<file path="src/rtl/uart_pkg.sv">
// ---------------------------------------------------------------------------
// uart_pkg
// Shared types and constants for the UART receiver slice.
//   uart_rx_state_t : receiver FSM state encoding (also exported on the
//                     receiver's debug state output)
//   UART_DATA_BITS  : payload bits per frame
// ---------------------------------------------------------------------------
package uart_pkg;

    localparam int UART_DATA_BITS = 8;

    typedef enum logic [2:0] {
        IDLE      = 3'd0,
        START     = 3'd1,
        DATA      = 3'd2,
        PARITY    = 3'd3,
        STOP      = 3'd4,
        WAIT_HIGH = 3'd5
    } uart_rx_state_t;

endpackage : uart_pkg

</file>
<file path="src/rtl/uart_rx_if.sv">
// ---------------------------------------------------------------------------
// uart_rx_if
// Consumer-side read handshake of the UART receiver.
//   rreq  : consumer requests a byte
//   rgnt  : byte transferred this cycle (rreq & FIFO non-empty)
//   rdata : head-of-FIFO byte, valid whenever the FIFO is non-empty
// Handshake: a byte moves exactly in a cycle where rgnt is 1; rgnt is a pure
// function of rreq and the FIFO empty flag, and rdata advances to the next
// entry in the cycle after a grant.
//   master : the consumer (drives rreq)
//   slave  : the receiver (drives rgnt/rdata)
// ---------------------------------------------------------------------------
interface uart_rx_if;

    logic       rreq;
    logic       rgnt;
    logic [7:0] rdata;

    modport master (
        output rreq,
        input  rgnt,
        input  rdata
    );

    modport slave (
        input  rreq,
        output rgnt,
        output rdata
    );

endinterface : uart_rx_if

</file>
<file path="src/rtl/uart_rx_fifo.sv">
// ---------------------------------------------------------------------------
// uart_rx_fifo
// First-word fall-through FIFO over a synchronous-read RAM with
// 2^ASIZE entries (2^ASIZE - 1 usable).
//   clk, rst_n   : clock, asynchronous active-low reset
//   i_push       : write request (dropped when full)
//   i_push_data  : write data
//   i_pop        : read request (ignored when empty)
//   o_full       : wr_ptr + 1 == rd_ptr
//   o_empty      : no readable entry
//   o_data       : head entry; 0 while empty
// ---------------------------------------------------------------------------
module uart_rx_fifo #(
    parameter int ASIZE = 9,
    parameter int DW    = 8
) (
    input  logic          clk,
    input  logic          rst_n,
    input  logic          i_push,
    input  logic [DW-1:0] i_push_data,
    input  logic          i_pop,
    output logic          o_full,
    output logic          o_empty,
    output logic [DW-1:0] o_data
);

    logic [DW-1:0]    r_mem [2**ASIZE];
    logic [DW-1:0]    r_rd_data;
    logic [ASIZE-1:0] r_wr_ptr;
    logic [ASIZE-1:0] r_wr_ptr_vis;
    logic [ASIZE-1:0] r_rd_ptr;

    logic [ASIZE-1:0] w_rd_ptr_nxt;
    logic             w_full;
    logic             w_empty;
    logic             w_do_push;
    logic             w_do_pop;

    // Fullness uses the live write pointer so a push is judged before any
    // same-cycle pop. Emptiness uses a one-cycle-late copy: the read register
    // only picks up a freshly written entry one cycle after the write, so the
    // entry is advertised together with its data.
    assign w_full    = (ASIZE'(r_wr_ptr + 1'b1) == r_rd_ptr);
    assign w_empty   = (r_wr_ptr_vis == r_rd_ptr);
    assign w_do_push = i_push & ~w_full;
    assign w_do_pop  = i_pop & ~w_empty;

    assign w_rd_ptr_nxt = r_rd_ptr + ASIZE'(w_do_pop);

    always_ff @(posedge clk or negedge rst_n) begin
        if (!rst_n) begin
            r_wr_ptr     <= '0;
            r_wr_ptr_vis <= '0;
            r_rd_ptr     <= '0;
        end else begin
            r_wr_ptr_vis <= r_wr_ptr;
            if (w_do_push) begin
                r_wr_ptr <= r_wr_ptr + 1'b1;
            end
            r_rd_ptr <= w_rd_ptr_nxt;
        end
    end

    // RAM and its read register; the read address looks ahead by the pop so
    // the next entry is presented the cycle after a grant.
    always_ff @(posedge clk) begin
        if (w_do_push) begin
            r_mem[r_wr_ptr] <= i_push_data;
        end
        r_rd_data <= r_mem[w_rd_ptr_nxt];
    end

    assign o_full  = w_full;
    assign o_empty = w_empty;
    assign o_data  = w_empty ? '0 : r_rd_data;

endmodule : uart_rx_fifo

</file>
<file path="src/rtl/uart_rx.sv">
// ---------------------------------------------------------------------------
// uart_rx
// UART receiver: mid-bit sampling of an asynchronous line, 8N1 framing
// (8E1/8O1 when UART_RX_PARITY_EN is defined), good bytes buffered in an
// internal FWFT FIFO drained through a rreq/rgnt handshake.
// Build option: `define UART_RX_PARITY_EN adds a parity bit to the frame,
// the PARITY state and the o_parity_err port.
//   clk, rst_n     : clock, asynchronous active-low reset
//   i_uart_rx      : serial line, idle high
//   rx_bus         : read handshake (slave side of uart_rx_if)
//   o_frame_err    : 1-cycle pulse, stop bit sampled 0
//   o_overflow     : 1-cycle pulse, good byte dropped on a full FIFO
//   o_parity_err   : 1-cycle pulse, parity mismatch (parity builds only)
//   o_state        : current FSM state (debug)
// ---------------------------------------------------------------------------
module uart_rx
    import uart_pkg::*;
#(
    parameter int UART_CLK_DIV = 434,
    parameter int FIFO_ASIZE   = 9,
    parameter bit PARITY_ODD   = 1'b0
) (
    input  logic           clk,
    input  logic           rst_n,
    input  logic           i_uart_rx,
    uart_rx_if.slave       rx_bus,
    output logic           o_frame_err,
    output logic           o_overflow,
`ifdef UART_RX_PARITY_EN
    output logic           o_parity_err,
`endif
    output uart_rx_state_t o_state
);

    localparam int            CW        = $clog2(UART_CLK_DIV);
    localparam logic [CW-1:0] DIV_LAST  = CW'(UART_CLK_DIV - 1);
    localparam logic [CW-1:0] HALF_LAST = CW'(UART_CLK_DIV / 2 - 1);
    localparam logic [2:0]    BIT_LAST  = 3'(UART_DATA_BITS - 1);

    // Synchronizer, reset to the idle level so reset release is not a start.
    logic r_rx_meta;
    logic r_rx_s;

    uart_rx_state_t            r_state;
    logic [CW-1:0]             r_div_cnt;
    logic [2:0]                r_bit_cnt;
    logic [UART_DATA_BITS-1:0] r_shift;
    logic                      r_push;
    logic                      r_frame_err;

    uart_rx_state_t            w_state_nxt;
    logic [CW-1:0]             w_div_cnt_nxt;
    logic [2:0]                w_bit_cnt_nxt;
    logic [UART_DATA_BITS-1:0] w_shift_nxt;
    logic                      w_push_nxt;
    logic                      w_frame_err_nxt;
    logic                      w_par_ok;
    logic                      w_tick;
    logic                      w_half_tick;
    logic                      w_full;
    logic                      w_empty;

`ifdef UART_RX_PARITY_EN
    logic r_par_bit;
    logic r_parity_err;
    logic w_par_bit_nxt;
    logic w_parity_err_nxt;

    assign w_par_ok = ~(^r_shift ^ r_par_bit ^ PARITY_ODD);
`else
    // PARITY_ODD has no effect in an 8N1 build.
    logic w_unused_parity_odd;
    assign w_unused_parity_odd = PARITY_ODD;
    assign w_par_ok            = 1'b1;
`endif

    assign w_tick      = (r_div_cnt == DIV_LAST);
    assign w_half_tick = (r_div_cnt == HALF_LAST);

    always_ff @(posedge clk or negedge rst_n) begin
        if (!rst_n) begin
            r_rx_meta <= 1'b1;
            r_rx_s    <= 1'b1;
        end else begin
            r_rx_meta <= i_uart_rx;
            r_rx_s    <= r_rx_meta;
        end
    end

    always_ff @(posedge clk or negedge rst_n) begin
        if (!rst_n) begin
            r_state      <= IDLE;
            r_div_cnt    <= '0;
            r_bit_cnt    <= '0;
            r_shift      <= '0;
            r_push       <= 1'b0;
            r_frame_err  <= 1'b0;
`ifdef UART_RX_PARITY_EN
            r_par_bit    <= 1'b0;
            r_parity_err <= 1'b0;
`endif
        end else begin
            r_state      <= w_state_nxt;
            r_div_cnt    <= w_div_cnt_nxt;
            r_bit_cnt    <= w_bit_cnt_nxt;
            r_shift      <= w_shift_nxt;
            r_push       <= w_push_nxt;
            r_frame_err  <= w_frame_err_nxt;
`ifdef UART_RX_PARITY_EN
            r_par_bit    <= w_par_bit_nxt;
            r_parity_err <= w_parity_err_nxt;
`endif
        end
    end

    always_comb begin
        w_state_nxt      = r_state;
        w_div_cnt_nxt    = r_div_cnt + 1'b1;
        w_bit_cnt_nxt    = r_bit_cnt;
        w_shift_nxt      = r_shift;
        w_push_nxt       = 1'b0;
        w_frame_err_nxt  = 1'b0;
`ifdef UART_RX_PARITY_EN
        w_par_bit_nxt    = r_par_bit;
        w_parity_err_nxt = 1'b0;
`endif
        case (r_state)
            IDLE: begin
                w_div_cnt_nxt = '0;
                if (!r_rx_s) begin
                    w_bit_cnt_nxt = '0;
                    w_state_nxt   = START;
                end
            end
            START: begin
                // Half a bit after the falling edge; a high line here means
                // the edge was a glitch.
                if (w_half_tick) begin
                    w_div_cnt_nxt = '0;
                    w_state_nxt   = r_rx_s ? IDLE : DATA;
                end
            end
            DATA: begin
                if (w_tick) begin
                    w_div_cnt_nxt = '0;
                    w_shift_nxt   = {r_rx_s, r_shift[UART_DATA_BITS-1:1]};
                    if (r_bit_cnt == BIT_LAST) begin
`ifdef UART_RX_PARITY_EN
                        w_state_nxt = PARITY;
`else
                        w_state_nxt = STOP;
`endif
                    end else begin
                        w_bit_cnt_nxt = r_bit_cnt + 1'b1;
                    end
                end
            end
`ifdef UART_RX_PARITY_EN
            PARITY: begin
                if (w_tick) begin
                    w_div_cnt_nxt = '0;
                    w_par_bit_nxt = r_rx_s;
                    w_state_nxt   = STOP;
                end
            end
`endif
            STOP: begin
                if (w_tick) begin
                    w_div_cnt_nxt = '0;
                    if (r_rx_s) begin
                        if (w_par_ok) begin
                            w_push_nxt = 1'b1;
                        end
`ifdef UART_RX_PARITY_EN
                        else begin
                            w_parity_err_nxt = 1'b1;
                        end
`endif
                        w_state_nxt = IDLE;
                    end else begin
                        // Framing error wins over parity; hold off until the
                        // line returns high so a break reports only once.
                        w_frame_err_nxt = 1'b1;
                        w_state_nxt     = WAIT_HIGH;
                    end
                end
            end
            WAIT_HIGH: begin
                w_div_cnt_nxt = '0;
                if (r_rx_s) begin
                    w_state_nxt = IDLE;
                end
            end
            default: begin
                w_div_cnt_nxt = '0;
                w_state_nxt   = IDLE;
            end
        endcase
    end

    // r_shift is stable during the push cycle (the next frame cannot reach
    // a data sample that soon), so it feeds the FIFO directly.
    uart_rx_fifo #(
        .ASIZE (FIFO_ASIZE),
        .DW    (UART_DATA_BITS)
    ) u_fifo (
        .clk         (clk),
        .rst_n       (rst_n),
        .i_push      (r_push),
        .i_push_data (r_shift),
        .i_pop       (rx_bus.rgnt),
        .o_full      (w_full),
        .o_empty     (w_empty),
        .o_data      (rx_bus.rdata)
    );

    assign rx_bus.rgnt  = rx_bus.rreq & ~w_empty;
    assign o_overflow   = r_push & w_full;
    assign o_frame_err  = r_frame_err;
`ifdef UART_RX_PARITY_EN
    assign o_parity_err = r_parity_err;
`endif
    assign o_state      = r_state;

endmodule : uart_rx

</file>
<file path="src/flat_wrapper.sv">
// flat-port wrapper written by rule: the top's interface ports become plain ports
module uart_rx_flat import uart_pkg::*;
#(
    parameter int UART_CLK_DIV = 434,
    parameter int FIFO_ASIZE   = 9,
    parameter bit PARITY_ODD   = 1'b0
)
  (clk, rst_n, i_uart_rx, o_frame_err, o_overflow, o_state, rx_bus_rreq, rx_bus_rgnt, rx_bus_rdata);
  uart_rx_if rx_bus_i ();
  input  logic clk;
  input  logic rst_n;
  input  logic i_uart_rx;
  output logic o_frame_err;
  output logic o_overflow;
  output uart_rx_state_t o_state;
  input wire logic [$bits(rx_bus_i.rreq)-1:0] rx_bus_rreq;
  output wire logic [$bits(rx_bus_i.rgnt)-1:0] rx_bus_rgnt;
  output wire logic [$bits(rx_bus_i.rdata)-1:0] rx_bus_rdata;
  assign rx_bus_i.rreq = rx_bus_rreq;
  assign rx_bus_rgnt = rx_bus_i.rgnt;
  assign rx_bus_rdata = rx_bus_i.rdata;
  uart_rx #(.UART_CLK_DIV(UART_CLK_DIV), .FIFO_ASIZE(FIFO_ASIZE), .PARITY_ODD(PARITY_ODD)) u_core (.clk(clk), .rst_n(rst_n), .i_uart_rx(i_uart_rx), .rx_bus(rx_bus_i), .o_frame_err(o_frame_err), .o_overflow(o_overflow), .o_state(o_state));
endmodule
</file>
<file path="config.mk">
export PLATFORM = sky130hd
export DESIGN_NAME = uart_rx_flat
export DESIGN_NICKNAME = d
export VERILOG_FILES = /design/src/rtl/uart_pkg.sv /design/src/rtl/uart_rx_if.sv /design/src/rtl/uart_rx_fifo.sv /design/src/rtl/uart_rx.sv /design/src/flat_wrapper.sv
export SDC_FILE = /design/constraint.sdc
export NUM_CORES = 2
export LEC_CHECK = 0
export ABC_CLOCK_PERIOD_IN_PS = 10800
export CAP_MARGIN = 10
export CORE_UTILIZATION = 40
export CTS_CLUSTER_SIZE = 30
export DETAILED_ROUTE_END_ITERATION = 8
export GPL_ROUTABILITY_DRIVEN = 0
export SLEW_MARGIN = 20
export SYNTH_ARGS = -nofsm -noshare
export SYNTH_HDL_FRONTEND = slang
export SYNTH_SLANG_ARGS = --single-unit
export TNS_END_PERCENT = 5
</file>
<file path="constraint.sdc">
create_clock -name clk -period 10.8 [get_ports clk]
set_clock_uncertainty 0.1 [all_clocks]
set_input_delay 1.62 -clock clk [delete_from_list [all_inputs] [get_ports clk]]
set_output_delay 1.62 -clock clk [all_outputs]
set_load 0.01 [all_outputs]
</file>
==> impl_metrics.tcl <==
set metrics [dict create \
    numCtsBuffers 409 \
    layout_common_cells "edfxtp_1, mux4_2, nor2_1" \
    hold_viol 0 \
    p_clk_share_pct 45.0 \
    io_buffer_count 17 \
    route.detailed.drc 0 \
    rsz0062_at_grt "false" \
    min_path_type "reg2reg" \
    ant_nets 0 \
    clockBufferDepth 4 \
    worstPathCellList "xor2_1, nor4_1, nand4_1, and2_1, ha_4, ha_4, buf_4, buf_4, mux4_2, mux4_2, nand2_1, a21oi_1, a221o_1, nor3_1, nand3_1" \
    worstPathMaxFanout 62 \
    slew_viol_final 0 \
    critPathKind "reg2reg" \
    async_flop_share_pct 1.30 \
    hold_buffers 0 \
    combinationalPowerShare_pct 0 \
    dp_hpwl_um 230000 \
    vias 74424 \
    status "completed" \
    period_share_pct 66.9 \
    cts.repair.resized 0 \
    cellInternalPower_w 0.0256 \
    design.die.area_mm2 0.404 \
    ys_ff_latch 4158 \
    yosys_warnings 0 \
    routed_wl_um 399000 \
    seqPwrFrac_pct 55.0 \
    powerDensity_mw_per_mm2 176 \
    h-tree-depth 5 \
    p_leak_nw 41.9 \
    dieWidth_um 636 \
    synthesis.area_mm2 0.161 \
    period_minus_slack_ps 7220 \
    syn_nets 6990 \
    post-route-util_pct 45.2 \
    overflow 0 \
    synth-main-ff-cell "edfxtp_1" \
    grt_max_degree 216 \
    end_kind "flop" \
    root_buffer "clkbuf_16" \
    first_iter_violations 9334 \
    drive_above_1_share_pct 27.3 \
    vdd_drop_max_mv 0.144 \
    clk_pin_slew_ps 70 \
    wl_per_cell_um 31.3 \
    cp-start-kind "flop" \
    critPathRequiredTime_ps 11460 \
    clock_latency_ps 960 \
    tritoncts "yes" \
    initial_utilization_pct 40.2 \
    synth_cell_types 59 \
    fillers 32841 \
    max_clock_freq_mhz 138 \
    num_rows 232 \
    cap_violations 0 \
    ys_seq_area_share_pct 77.5 \
    swShare_pct 19.4 \
    die_y_um 636 \
    setup_viol 0 \
    cts.sinks 4158 \
    postCtsSetupBuffers 0 \
    synth_edf_count 4096 \
    arrival_ps 7880 \
    syn_to_final_growth_pct 12.3 \
    grtUsageTotal_pct 19.5 \
    core_mm2 0.399 \
    grt_pass1_wl_um 572000 \
    power.switching_w 0.00614 \
    slowest_delay_ps 920 \
    slew_headroom_pct 16.1 \
    io_pins 18 \
    antenna_found_initial 21 \
    layout.nets 7136 \
    grt_pass1_vias 75740 \
    mostFrequentLayoutCell "edfxtp_1" \
    via_per_inst 5.84 \
    max_slew.worst_pin.slew_ps 1260 \
    tns_ps 0 \
    dr.pass1.iters 5 \
    syn_inst 6975 \
    cp_slowest_cell "nor3_1" \
    syn_avg_cell_area_um2 23.0 \
]
## cell usage after synthesis, types with 3 or more instances
library cell	number	area [um^2]
nor2b_1	8	50.1
nor3b_1	4	30.0
nor2_1	545	2050
dfxtp_1	8	160
edfxtp_1	4096	123000
nand4_1	26	163
mux2_2	7	78.8
dfrtp_1	52	1300
and3_1	8	50.1
mux4_2	1238	27900
buf_2	159	796
a21oi_1	29	145
buf_4	22	165
inv_1	13	48.8
inv_2	3	11.3
nand3b_1	3	22.5
xor2_1	15	131
nand3_1	49	245
buf_1	10	37.5
clkbuf_1	192	721
o21ai_0	8	40.0
xnor2_1	25	219
o22ai_1	30	188
buf_6	29	327
and2_1	15	93.8
mux2i_1	69	691
ha_1	11	138
a221o_1	7	70.1
nor4_1	3	18.8
nand2_1	121	454
a22oi_1	78	586
a31oi_1	5	31.3
a22o_1	15	131
or4_1	14	105
nor3_1	24	120
## final timing paths
path / startpoint / end / slack, ps / cells after the start
worst min register to register: u_core.r_rx_meta / u_core.r_rx_s / 260 / 0
worst max-delay path: u_core.u_fifo.r_rd_ptr[7] / u_core.u_fifo.r_rd_data[7] / 3580 / 15
worst min-delay path: u_core.r_rx_meta / u_core.r_rx_s / 260 / 0
max in group asynchronous: rst_n / u_core.r_shift[2] / 9220 / 2
min in group asynchronous: rst_n / u_core.r_div_cnt[5] / 730 / 2
worst max register to register: u_core.u_fifo.r_rd_ptr[7] / u_core.u_fifo.r_rd_data[7] / 3580 / 15
## area by class of cell
| class | instances | area [um^2] | share of cell area, % |
|---|---|---|---|
| multi-input combinational | 2387 | 34300 | 19.0 |
| antenna | 13 | 32.5 | 0.0180 |
| clock buffer | 498 | 10700 | 5.92 |
| clock inverter | 261 | 2680 | 1.48 |
| sequential | 4158 | 125000 | 69.0 |
| timing repair buffer | 148 | 1500 | 0.833 |
| inverter | 17 | 80.1 | 0.0444 |
| tap | 5265 | 6590 | 3.65 |
## worst max-delay path: cells and delay by family (launching register included)
family	cells	cell delay [ps]
AOI/OAI and AO/OA	2	530
xor gates and xnor gates	1	220
adders and majority gates	2	840
buffers and inverters	2	1390
DFF	1	520
muxes	2	950
and+or+nand+nor	6	2330
## state kept, by name, summed over array words and instances, names as in the netlist, 3 cells and up
signal                      cells
u_core.u_fifo.r_mem          4096
u_core.r_div_cnt                9
u_core.u_fifo.r_rd_data         8
u_core.u_fifo.r_rd_ptr          9
u_core.u_fifo.r_wr_ptr          9
u_core.o_state                  3
u_core.r_shift                  8
u_core.r_bit_cnt                3
u_core.u_fifo.r_wr_ptr_vis      9
## layer usage
| metal | GRT usage, % | wire, um | up-vias |
|---|---|---|---|
| li1 | - | - | 29907 |
| met4 | 5.57 | 11700 | 10 |
| met5 | 0 | 69 | - |
| met2 | 30.9 | 191000 | 3259 |
| met3 | 3.86 | 32300 | 544 |
| met1 | 27.7 | 164000 | 40704 |
## cell families (layout without fill, tap and decap cells)
family                   after synthesis  count (layout)  synth area share, %
XOR/XNOR                              41              41                0.235
buffers and inverters                430             924                 1.32
adder cells (fa/ha/maj)               11              11               0.0857
flip-flops                          4158            4158                 77.5
AND/OR/NAND/NOR                      832             832                 2.18
multiplexers                        1314            1314                 17.8
other                                  0              13                    0
AO/OA/AOI/OAI                        189             189                0.837
## power groups by stage
stage	logic, W	clock network [W]	registers (W)
after floorplan	0.000000406	0	0.0178
after global placement	0.00000683	0	0.0178
after detailed placement	0.00000703	0	0.0178
after CTS	0.00000704	0.0145	0.0174
after global routing	0.00000754	0.0150	0.0174
final	0.00000672	0.0143	0.0174
## per-stage QoR
stage                     instance area [um^2]  setup WS, ps  std cells  power, W  hold WS [ps]
after global routing                    180000          3490      12735    0.0325           265
final                                   180000          3580      12747    0.0317           257
after floorplan                         161000          3220       6975    0.0178           245
after detailed placement                167000          3080      11973    0.0178           249
after global placement                  167000          3050      11972    0.0178           245
after CTS                               180000          3630      12732    0.0319           258
No activity file was read; power rests on OpenSTA's default activity.
